<file path="src/rtl/accum_wr_sequencer_if.sv">
// rtl/accum_wr_sequencer_if.sv - request and write-side signal bundle for the accumulator write sequencer
interface accum_wr_sequencer_if #(
  parameter int SYS_ARR_ROWS = 16,
  parameter int SYS_ARR_COLS = 16,
  parameter int MAX_OUT_ROWS = 128,
  parameter int MAX_OUT_COLS = 128,
  parameter int LAT_WIDTH    = 8
);
  localparam int NUM_SUBMATS_M = MAX_OUT_ROWS / SYS_ARR_ROWS;
  localparam int NUM_SUBMATS_N = MAX_OUT_COLS / SYS_ARR_COLS;
  localparam int M_W           = $clog2(NUM_SUBMATS_M);
  localparam int N_W           = $clog2(NUM_SUBMATS_N);
  localparam int ROW_W         = $clog2(SYS_ARR_ROWS);

  logic                 start;
  logic [M_W-1:0]       submat_m_in;
  logic [N_W-1:0]       submat_n_in;
  logic [LAT_WIDTH-1:0] fill_latency;
  logic                 stall;
  logic                 wr_en;
  logic [ROW_W-1:0]     sub_row;
  logic [M_W-1:0]       submat_m;
  logic [N_W-1:0]       submat_n;
  logic                 busy;
  logic                 done;
  logic                 start_err;

  modport master (
    output start, submat_m_in, submat_n_in, fill_latency, stall,
    input  wr_en, sub_row, submat_m, submat_n, busy, done, start_err
  );

  modport slave (
    input  start, submat_m_in, submat_n_in, fill_latency, stall,
    output wr_en, sub_row, submat_m, submat_n, busy, done, start_err
  );
endinterface

</file>
<file path="src/rtl/accum_wr_sequencer.sv">
// rtl/accum_wr_sequencer.sv - steps one sub-matrix of systolic array results into the accumulator table, one row per cycle
module accum_wr_sequencer #(
  parameter int SYS_ARR_ROWS = 16,
  parameter int SYS_ARR_COLS = 16,
  parameter int MAX_OUT_ROWS = 128,
  parameter int MAX_OUT_COLS = 128,
  parameter int LAT_WIDTH    = 8
) (
  input logic                clk,
  input logic                reset_n,
  accum_wr_sequencer_if.slave bus
);
  localparam int NUM_SUBMATS_M = MAX_OUT_ROWS / SYS_ARR_ROWS;
  localparam int NUM_SUBMATS_N = MAX_OUT_COLS / SYS_ARR_COLS;
  localparam int M_W           = $clog2(NUM_SUBMATS_M);
  localparam int N_W           = $clog2(NUM_SUBMATS_N);
  localparam int ROW_W         = $clog2(SYS_ARR_ROWS);
  localparam logic [ROW_W-1:0]     LAST_ROW = ROW_W'(SYS_ARR_ROWS - 1);
  localparam logic [LAT_WIDTH-1:0] LAT_ONE  = LAT_WIDTH'(1);

  typedef enum logic [1:0] {IDLE, WAIT, WRITE} state_t;

  state_t               state_q, state_d;
  logic [LAT_WIDTH-1:0] lat_q, lat_d;
  logic [ROW_W-1:0]     row_q, row_d;
  logic [M_W-1:0]       m_q, m_d;
  logic [N_W-1:0]       n_q, n_d;
  logic                 done_q, done_d;
  logic                 err_q, err_d;

  always_ff @(posedge clk or negedge reset_n) begin
    if (!reset_n) begin
      state_q <= IDLE;
      lat_q   <= '0;
      row_q   <= '0;
      m_q     <= '0;
      n_q     <= '0;
      done_q  <= 1'b0;
      err_q   <= 1'b0;
    end else begin
      state_q <= state_d;
      lat_q   <= lat_d;
      row_q   <= row_d;
      m_q     <= m_d;
      n_q     <= n_d;
      done_q  <= done_d;
      err_q   <= err_d;
    end
  end

  always_comb begin
    state_d = state_q;
    lat_d   = lat_q;
    row_d   = row_q;
    m_d     = m_q;
    n_d     = n_q;
    done_d  = 1'b0;
    err_d   = 1'b0;
    case (state_q)
      IDLE: begin
        if (bus.start) begin
          m_d     = bus.submat_m_in;
          n_d     = bus.submat_n_in;
          lat_d   = bus.fill_latency;
          row_d   = '0;
          state_d = (bus.fill_latency != '0) ? WAIT : WRITE;
        end
      end
      WAIT: begin
        // The array pipeline keeps filling under stall, so the countdown ignores it.
        err_d = bus.start;
        lat_d = lat_q - LAT_ONE;
        if (lat_q == LAT_ONE) begin
          state_d = WRITE;
        end
      end
      WRITE: begin
        err_d = bus.start;
        if (!bus.stall) begin
          if (row_q == LAST_ROW) begin
            state_d = IDLE;
            row_d   = '0;
            done_d  = 1'b1;
          end else begin
            row_d = row_q + 1'b1;
          end
        end
      end
      default: begin
        state_d = IDLE;
      end
    endcase
  end

  // Async reset drives state_q to IDLE at once, which also kills wr_en and busy.
  assign bus.wr_en     = (state_q == WRITE) & ~bus.stall;
  assign bus.busy      = (state_q != IDLE);
  assign bus.sub_row   = row_q;
  assign bus.submat_m  = m_q;
  assign bus.submat_n  = n_q;
  assign bus.done      = done_q;
  assign bus.start_err = err_q;
endmodule

</file>
<file path="src/flat_wrapper.sv">
// flat-port wrapper written by rule: the top's interface ports become plain ports
module accum_wr_sequencer_flat 
#(
  parameter int SYS_ARR_ROWS = 16,
  parameter int SYS_ARR_COLS = 16,
  parameter int MAX_OUT_ROWS = 128,
  parameter int MAX_OUT_COLS = 128,
  parameter int LAT_WIDTH    = 8
)
  (clk, reset_n, bus_start, bus_submat_m_in, bus_submat_n_in, bus_fill_latency, bus_stall, bus_wr_en, bus_sub_row, bus_submat_m, bus_submat_n, bus_busy, bus_done, bus_start_err);
  accum_wr_sequencer_if #(.SYS_ARR_ROWS(SYS_ARR_ROWS), .SYS_ARR_COLS(SYS_ARR_COLS), .MAX_OUT_ROWS(MAX_OUT_ROWS), .MAX_OUT_COLS(MAX_OUT_COLS), .LAT_WIDTH(LAT_WIDTH)) bus_i ();
  input logic clk;
  input logic reset_n;
  input wire logic [$bits(bus_i.start)-1:0] bus_start;
  input wire logic [$bits(bus_i.submat_m_in)-1:0] bus_submat_m_in;
  input wire logic [$bits(bus_i.submat_n_in)-1:0] bus_submat_n_in;
  input wire logic [$bits(bus_i.fill_latency)-1:0] bus_fill_latency;
  input wire logic [$bits(bus_i.stall)-1:0] bus_stall;
  output wire logic [$bits(bus_i.wr_en)-1:0] bus_wr_en;
  output wire logic [$bits(bus_i.sub_row)-1:0] bus_sub_row;
  output wire logic [$bits(bus_i.submat_m)-1:0] bus_submat_m;
  output wire logic [$bits(bus_i.submat_n)-1:0] bus_submat_n;
  output wire logic [$bits(bus_i.busy)-1:0] bus_busy;
  output wire logic [$bits(bus_i.done)-1:0] bus_done;
  output wire logic [$bits(bus_i.start_err)-1:0] bus_start_err;
  assign bus_i.start = bus_start;
  assign bus_i.submat_m_in = bus_submat_m_in;
  assign bus_i.submat_n_in = bus_submat_n_in;
  assign bus_i.fill_latency = bus_fill_latency;
  assign bus_i.stall = bus_stall;
  assign bus_wr_en = bus_i.wr_en;
  assign bus_sub_row = bus_i.sub_row;
  assign bus_submat_m = bus_i.submat_m;
  assign bus_submat_n = bus_i.submat_n;
  assign bus_busy = bus_i.busy;
  assign bus_done = bus_i.done;
  assign bus_start_err = bus_i.start_err;
  accum_wr_sequencer #(.SYS_ARR_ROWS(SYS_ARR_ROWS), .SYS_ARR_COLS(SYS_ARR_COLS), .MAX_OUT_ROWS(MAX_OUT_ROWS), .MAX_OUT_COLS(MAX_OUT_COLS), .LAT_WIDTH(LAT_WIDTH)) u_core (.clk(clk), .reset_n(reset_n), .bus(bus_i));
endmodule
</file>
<file path="config.mk">
export PLATFORM = sky130hd
export DESIGN_NAME = accum_wr_sequencer_flat
export DESIGN_NICKNAME = d
export VERILOG_FILES = /design/src/rtl/accum_wr_sequencer_if.sv /design/src/rtl/accum_wr_sequencer.sv /design/src/flat_wrapper.sv
export SDC_FILE = /design/constraint.sdc
export NUM_CORES = 1
export LEC_CHECK = 0
export BUFFER_PORTS_ARGS = -buffer_cell sky130_fd_sc_hd__buf_2
export CORE_AREA = 2 2 57 73
export CTS_CLUSTER_DIAMETER = 120
export DETAILED_ROUTE_END_ITERATION = 10
export DIE_AREA = 0 0 59 75
export GPL_ROUTABILITY_DRIVEN = 0
export PLACE_DENSITY = 0.56
export SLEW_MARGIN = 20
export SYNTH_ARGS = -nofsm -noshare
export SYNTH_HDL_FRONTEND = slang
export SYNTH_SLANG_ARGS = --single-unit
</file>
<file path="constraint.sdc">
create_clock -name clk -period 1.5 [get_ports clk]
set_input_delay 0.225 -clock clk [delete_from_list [all_inputs] [get_ports clk]]
set_output_delay 0.225 -clock clk [all_outputs]
set_load 0.02 [all_outputs]
</file>
Yosys cells after proc, flatten, opt, wreduce, memory -nomap -nowiden:

Index checks and enable logic that the tools add are counted.

* $add $sub $neg: 2
* reductions and logical operators: 10
* bitwise logic cells: 2
* equality and inequality tests: 8
* mux-type cells: 16

Operators by type and width (count)
* case mux 8 bit (2 select lines): 1
* two-way mux 4 bit: 3
* two-way mux 2 bit: 5
* equality test 8 x 1 -> 1 bit, second input constant: 1
* two-way mux 8 bit: 1
* case mux 4 bit (2 select lines): 1
* nonzero test 8 bit: 1
* subtractor 8 x 1 -> 8 bit, second input constant: 1
* case mux 2 bit (3 select lines): 1
* nonzero test 2 bit: 3
* adder 4 x 1 -> 4 bit, second input constant: 1
* equality test 4 bit, second input constant: 1
* two-way mux 1 bit: 4
* inequality test 2 x 1 -> 1 bit, second input constant: 2
* inequality test 2 bit, second input constant: 2
* AND reduction 2 bit: 2
* AND reduction 4 bit: 1
* AND reduction 3 bit: 1
* equality test 2 x 1 -> 1 bit, second input constant: 1
* equality test 2 bit, second input constant: 1
* logical NOT 2 bit: 1
* OR reduction 2 bit: 1
* AND 1 bit: 1
* NOT 1 bit: 1

* register bits after elaboration: 22
* bits of input ports: 18
* logic and storage cells: 45

Depth between registers and ports, before layout:

Gate-level depths: netlist of run 1.

* word-level depth: 4
* gate-level depth with buffers: 7
* mapped depth without buffers: 6

Least setup slack after synthesis of run 1:

No wires, ideal clock.

* path kind: reg-to-reg
* start: register u_core.state_q[1]
* end: register u_core.state_q[0]
* required time: 1375 ps
* clock period less this slack: 1571 ps
* buffers on the path: 1
* setup slack: -71 ps
* cell stages (with the launch flop): 8
* arrival: 1446 ps
* library setup time: 125 ps
* cell sequence: dfrtp_1 > inv_1 > ha_1 > clkbuf_1 > inv_1 > a41o_1 > nand3_2 > mux2_4

* cells in the longest elaborated chain, start to end: 3
* elaborated cells between the ends (all ways): 9
* those cells by class: 6 x eq/ne; 1 x mux; 2 x reduce/logical

Ends and longest elaborated chain
* start, declared: line accum_wr_sequencer.sv:23 `state_t state_q, state_d;`
* start signal, assigned: line accum_wr_sequencer.sv:41 `state_q <= state_d;`
* equality test 2 bit (tied with other cells): line accum_wr_sequencer.sv:59 `case (state_q)`
* inequality test 2 x 1 -> 1 bit (no line) or inequality test 2 bit (tied branches)
* AND reduction 4 bit (no line)

Several ways; a longest one is shown, not always the timed one.
A chain may end at the register's enable or synchronous reset.

Worst setup path after layout of run 1:

Same ends and word-level chain as after synthesis.

==> reports/results.ini, run 1 <==
[status]
status=completed

[logic_synthesis]
ys_top_cells_by_area=dfrtp_1, ha_1, mux2_1
synth.distinct_cells=41
synth-edff-count=0
synth_top_area_share=0.433
synth_top_area_cell=dfrtp_1
synth-async-reset-ratio=1.00
syn_area_um2=1270
syn-num-nets=152
yosysWarnings=0
syn_inst=128
synth.avg_cell_area_um2=9.93
synthFlopType=dfrtp_1
ys_seq_area_frac=0.433
ys_seq_elements=22

[setup_path]
crit_family=flip-flops
regToRegStartpoint=u_core.state_q[1]$_DFFE_PN0P_
crit_cells=6
worstPathCellList=inv_2, ha_4, nor2b_4, a21oi_2, nand3_2, mux2_4
r2r_cells=6
crit_arrival_ns=1.66
crit_fanout=4
crit_buf_inv=1
cp-end-kind=flop
required_ns=1.66
crit_path_top_delay_cell=dfrtp_1
crit_path_max_incr_delay_ns=0.41
timing.rr.end=u_core.state_q[0]$_DFFE_PN0P_
crit_path_start_kind=flop
timing_worst_setup_path_type=reg2reg
r2r_slack_ns=0.001

[power]
p_sw_frac=0.426
p_int_mw=2.15
seq_power_share=0.292
p_comb_frac=0.594
power_density_nw_per_um2=2120
clkPwrFrac=0.113
p_sw_mw=1.60
p_leak_nw=0.829
power.total_mw=3.75
ir_drop_uv=976

[sta]
finalCritPeriodShare=0.999
slew_viol_final=0
tightest_slew_ns=0.508
rsz0062_at_grt=yes
finalClockSkew_ns=0.00615
slew-limit-headroom=0.661
setup_violations=0
min_period_ns=1.50
max_clock_freq_mhz=667
finalHoldViolations=0
holdWs_ns=0.174

[floorplanning]
dieWidth_um=59
coreArea_um2=3690
start_util=0.344
die_h_um=75
ioPinCount=32
rows=25
dieArea_um2=4430

[layout]
layout.nets=203
syn_to_final_growth_pct=39.2
stdcell_area_um2=1770
final_cells=218
drive_gt1_frac=0.404
antenna_cells=0

[route]
drcViolationCount=0
routedWlPerCell_um=15.2
postRouteAntennaNets=0
wl_mm=3.32
vias=1186
wl_met1_mm=1.38
wl_met3_um=161
viasPerCell=5.44
dr_wl_met2_mm=1.70
firstDrtPassIters=4
drtIter0Drc=47
top_layer=met4

[cts]
cts_tree=yes
clock-sinks=22
cts_made_buffers=3
clock_latency_ns=0.26
clockBufferDepth=2
clk_pin_slew_ns=0.08
htree_levels=1
cts-root-buf=clkbuf_8

[placed_design]
place_area_um2=1570
dp_cells=207
port-buffer-count=31
place_hpwl_mm=2.43

[global_routing]
grt_pass1_vias=1157
antenna_found_initial=0
grt_max_degree=23
grt_pass1_wl_mm=5.16
grt-ovfl-total=0
grt_use_total=0.157

[run]
max_cap_viol_count=0

[min_path]
hp-start=bus_submat_m_in[1]
worst_hold_path_type=in2reg
hold_path_end=u_core.bus.submat_m[1]$_DFFE_PN0P_
worstHoldPathCells=2

-- power groups by stage --
stage / Sequential, mW / Clock (mW) / Combinational (mW)
detailed placement: 1.10 / 0 / 1.90
floorplan: 1.23 / 0 / 1.06
global route: 1.14 / 0.466 / 2.45
global placement: 1.08 / 0 / 1.86
CTS: 1.09 / 0.449 / 1.97
finish: 1.10 / 0.426 / 2.23
-- cell usage in the layout, fill, tap and decap left out, types with 6 or more instances in the layout --
| cell | n |
|---|---|
| buf_2 | 29 |
| dfrtp_1 | 22 |
| buf_4 | 16 |
| a21oi_1 | 12 |
| nand2_1 | 8 |
| nand3_1 | 6 |
| o21ai_0 | 6 |
| mux2_1 | 6 |
-- through the flow --
| stage | TNS, ns | setup slack [ns] | util |
|---|---|---|---|
| detailed placement | -0.142 | -0.0459 | 0.424 |
| global placement | -0.00986 | -0.00912 | 0.424 |
| CTS | -0.276 | -0.0609 | 0.452 |
| floorplan | 0 | 0.0104 | - |
| finish | 0 | 0.00134 | 0.479 |
| global route | -0.267 | -0.0738 | 0.479 |
-- synth_stat cells, types with 3 or more instances --
cell type  instances
mux2i_1            4
nand3_1            6
nand2_1            8
o32ai_1            3
a21oi_1           13
o22ai_1            4
mux2_1             6
buf_2              3
a22oi_1            3
o21ai_0            6
dfrtp_1           22
nor2_1             3
o21ai_1            3
ha_1               6
inv_1              5
-- logic make-up after synthesis --
| group | share of synthesized area |
|---|---|
| and+or+nand+nor | 0.153 |
| muxes | 0.0965 |
| AOI/OAI and AO/OA | 0.218 |
| DFF | 0.433 |
| buffers and inverters | 0.0413 |
| adders and majority gates | 0.0591 |
-- worst max-delay path by stage --
stage | slack (ns) | end | startpoint
floorplan | 0.01 | u_core.state_q[0]$_DFFE_PN0P_ | u_core.state_q[1]$_DFFE_PN0P_
global placement | -0.009 | u_core.lat_q[4]$_DFFE_PN0P_ | u_core.state_q[1]$_DFFE_PN0P_
detailed placement | -0.05 | u_core.state_q[0]$_DFFE_PN0P_ | u_core.state_q[1]$_DFFE_PN0P_
CTS | -0.06 | u_core.lat_q[4]$_DFFE_PN0P_ | u_core.state_q[1]$_DFFE_PN0P_
global route | -0.07 | u_core.state_q[0]$_DFFE_PN0P_ | u_core.state_q[1]$_DFFE_PN0P_
finish | 0.001 | u_core.state_q[0]$_DFFE_PN0P_ | u_core.state_q[1]$_DFFE_PN0P_
-- state kept, by name (all words and copies together) (netlist names) --
signal and cells:
u_core.bus.sub_row 4, u_core.state_q 2, u_core.bus.done 1, u_core.lat_q 8, u_core.bus.submat_m 3, u_core.bus.submat_n 3
u_core.bus.start_err 1
-- what timing repair did --
item,4_1_cts,5_1_grt
setup endpoints to repair,11,12
buffers inserted,0,6
endpoints found under the hold margin,22,0
pin swaps,0,6
hold buffers,1,0
resized for setup,11,14
-- metal layers --
layer  global-route usage  vias up
met5                    0        -
met4               0.0909        0
met3               0.0326        6
met2                0.273       29
met1                0.177      573
li1                     -      578
-- worst register-to-register path: stages, from the launching register on --
cell     delay, ns
dfrtp_1       0.41
inv_2         0.09
ha_4          0.18
nor2b_4       0.14
a21oi_2       0.15
nand3_2       0.11
mux2_4        0.31
-- layout make-up --
cell class	instances	area, um2
multi-input cells	93	733
flip-flops and latches	22	551
clock buffers	4	55.1
inverters	8	40.0
repair buffers	51	340
well taps	40	50.0
fillers	363	1920
No activity file was read; power rests on OpenSTA's default activity.
==> inputs of run 2 (changes only) <==
--- a/config.mk
+++ b/config.mk
@@ -7,10 +7,12 @@
 export LEC_CHECK = 0
 export BUFFER_PORTS_ARGS = -buffer_cell sky130_fd_sc_hd__buf_2
-export CORE_AREA = 2 2 57 73
+export CELL_PAD_IN_SITES_DETAIL_PLACEMENT = 0
+export CELL_PAD_IN_SITES_GLOBAL_PLACEMENT = 2
+export CORE_AREA = 2 2 67 85
 export CTS_CLUSTER_DIAMETER = 120
 export DETAILED_ROUTE_END_ITERATION = 10
-export DIE_AREA = 0 0 59 75
+export DIE_AREA = 0 0 69 87
 export GPL_ROUTABILITY_DRIVEN = 0
-export PLACE_DENSITY = 0.56
+export PLACE_DENSITY = 0.64
 export SLEW_MARGIN = 20
 export SYNTH_ARGS = -nofsm -noshare
==> constraint.sdc (replaced) <==
create_clock -name clk -period 1.5 [get_ports clk]
set_input_delay 0.075 -clock clk [delete_from_list [all_inputs] [get_ports clk]]
set_output_delay 0.075 -clock clk [all_outputs]
set_load 0.02 [all_outputs]
==> run 2 against run 1 <==
Against the previous run:
- worst setup slack improved by 0.060 ns
- sequential share of layout area fell by 1.3 points
- count of clock-buffer cells in the layout fell by 1
- total power rose by 5.6%
- clock skew fell by 0.0032 ns
- non-clock buffer count rose by 4
- combinational power rose by 5%
- die area rose by 36%
- clock power rose by 32%
- core utilization fell by 13 points
==> reports/results.ini, run 2 (synthesized netlist as in run 1, its figures left out) <==
[sta]
finalClockSkew_ns=0.00297  ; -0.00319 ns
setup_slack_ns=0.0616  ; +0.0603 ns
finalHoldViolations=0  ; unchanged
slew-limit-headroom=0.633  ; -0.0286
max_clock_freq_mhz=695  ; +4.2%
tightest_slew_ns=0.551  ; +0.0429 ns
slew_viol_final=0  ; unchanged
setup_violations=0  ; unchanged
rsz0062_at_grt=yes
min_period_ns=1.44  ; -0.0603 ns
finalCritPeriodShare=0.959  ; -0.0402

[global_routing]
grt-ovfl-total=0  ; unchanged
antenna_found_initial=0  ; unchanged
grt_use_total=0.121  ; -0.0361
grt_pass1_wl_mm=5.93  ; +15%
grt_pass1_vias=1291  ; +12%
grt_max_degree=23  ; unchanged

[layout]
layout.nets=207  ; +2.0%
largest_reg_flops=8  ; unchanged
final_cell_mix=buf_2, buf_4, dfrtp_1, a21oi_1, nand2_1
drive_gt1_frac=0.423  ; +0.0186
regMostFlops=u_core.lat_q
antenna_cells=0  ; unchanged
final_common_cell=buf_2
utilization=0.351  ; -0.128
syn_to_final_growth_pct=45.2

[route]
firstDrtPassIters=4  ; unchanged
viasPerCell=4.92  ; -9.5%
drtIter0Drc=39  ; -17%
routedWlPerCell_um=14.3  ; -5.8%
postRouteAntennaNets=0  ; unchanged
vias=1211  ; +2.1%
wl_mm=3.53  ; +6.3%
drcViolationCount=0  ; unchanged

[floorplanning]
coreArea_um2=5260  ; +42%
dieArea_um2=6000  ; +36%
start_util=0.242  ; -0.103
dieWidth_um=69  ; +17%
ioPinCount=32  ; unchanged
rows=30  ; +20%
die_h_um=87  ; +16%

[setup_path]
timing_worst_setup_path_type=reg2reg
cp-end-kind=flop
required_ns=1.66  ; about the same
crit_path_start_kind=flop
crit_arrival_ns=1.60  ; -0.06 ns
crit_fanout=5  ; +1
r2r_slack_ns=0.06  ; +0.06 ns

[cts]
clock_latency_ns=0.27  ; about the same
cts_tree=yes
cts-root-buf=clkbuf_8
htree_levels=1  ; unchanged
clockBufferDepth=2  ; unchanged
clk_pin_slew_ns=0.08  ; about the same
clock-sinks=22  ; unchanged
cts_made_buffers=3  ; unchanged

[min_path]
worst_hold_path_type=in2reg

[power]
power_density_nw_per_um2=2150  ; +1.2%
p_leak_nw=0.856  ; +3.3%
ir_drop_uv=611  ; -37%

[placed_design]
pre_cts_ws_ns=-0.0824  ; -0.0365 ns
place_hpwl_mm=2.64  ; +8.6%
port-buffer-count=31  ; unchanged

[run]
max_cap_viol_count=0  ; unchanged

[status]
status=completed

## run 2: changes by cell type in the layout (fill, tap and decap cells not counted), moves of 2 or more
cell,before,now
a21oi_4,0,2
buf_6,4,2
buf_4,16,22
a21oi_2,2,0
inv_2,2,4
## run 2: worst max-delay path, stage by stage (launching register included)
cell,delay [ns]
dfrtp_1,0.40
inv_2,0.11
ha_4,0.16
nor2b_4,0.22
a21oi_4,0.05
nand3_2,0.08
mux2_4,0.30
## run 2: path summary, 6_finish.rpt
| check | start | endpoint | cells after the start |
|---|---|---|---|
| min in group asynchronous | reset_n | u_core.bus.submat_m[1]$_DFFE_PN0P_ | 2 |
| worst min register to register | u_core.bus.submat_n[0]$_DFFE_PN0P_ | u_core.bus.submat_n[0]$_DFFE_PN0P_ | 1 |
| worst max-delay path | u_core.state_q[1]$_DFFE_PN0P_ | u_core.state_q[0]$_DFFE_PN0P_ | 6 |
| worst min-delay path | bus_submat_n_in[0] | u_core.bus.submat_n[0]$_DFFE_PN0P_ | 2 |
| max in group asynchronous | reset_n | u_core.lat_q[1]$_DFFE_PN0P_ | 2 |
| worst max register to register | u_core.state_q[1]$_DFFE_PN0P_ | u_core.state_q[0]$_DFFE_PN0P_ | 6 |
## run 2: cell type report
type / count / area, um2
Clock buffer: 3 / 41.3
Clock inverter: 1 / 30.0
Fill cell: 560 / 3410
Inverter: 8 / 32.5
Multi-Input combinational cell: 93 / 748
Sequential cell: 22 / 551
Tap cell: 64 / 80.1
Timing Repair Buffer: 55 / 363
## run 2: power by group
group / internal (mW) / switching, mW / leakage, nW
combinational: 1.13 / 1.21 / 0.558
sequential: 0.849 / 0.210 / 0.263
clock: 0.357 / 0.205 / 0.0357
## run 2: layer usage
metal,vias up,part of all wire,global-route usage
met5,-,0,0
met4,0,0.012,0.0463
met3,5,0.054,0.0301
met2,29,0.50,0.206
met1,588,0.44,0.148
li1,589,-,-
## run 2: what timing repair did
item,in CTS,in global routing
cloned,0,0
setup endpoints to repair,12,9
hold endpoints to repair,22,0
gates resized for setup,10,13
hold buffers,1,0
setup buffers,0,3
pin swaps,0,5
## run 2: metrics by stage
stage	cells	setup TNS [ns]	hold WS, ns	area, um2	power [mW]
global placement	238	-0.0200	0.101	1650	3.10
detailed placement	238	-0.309	0.0959	1650	3.14
floorplan	128	0	-0.221	1270	2.29
global route	246	-0.0347	0.0147	1850	4.28
CTS	243	0	0.00852	1770	3.83
finish	246	0	0.0153	1850	3.96
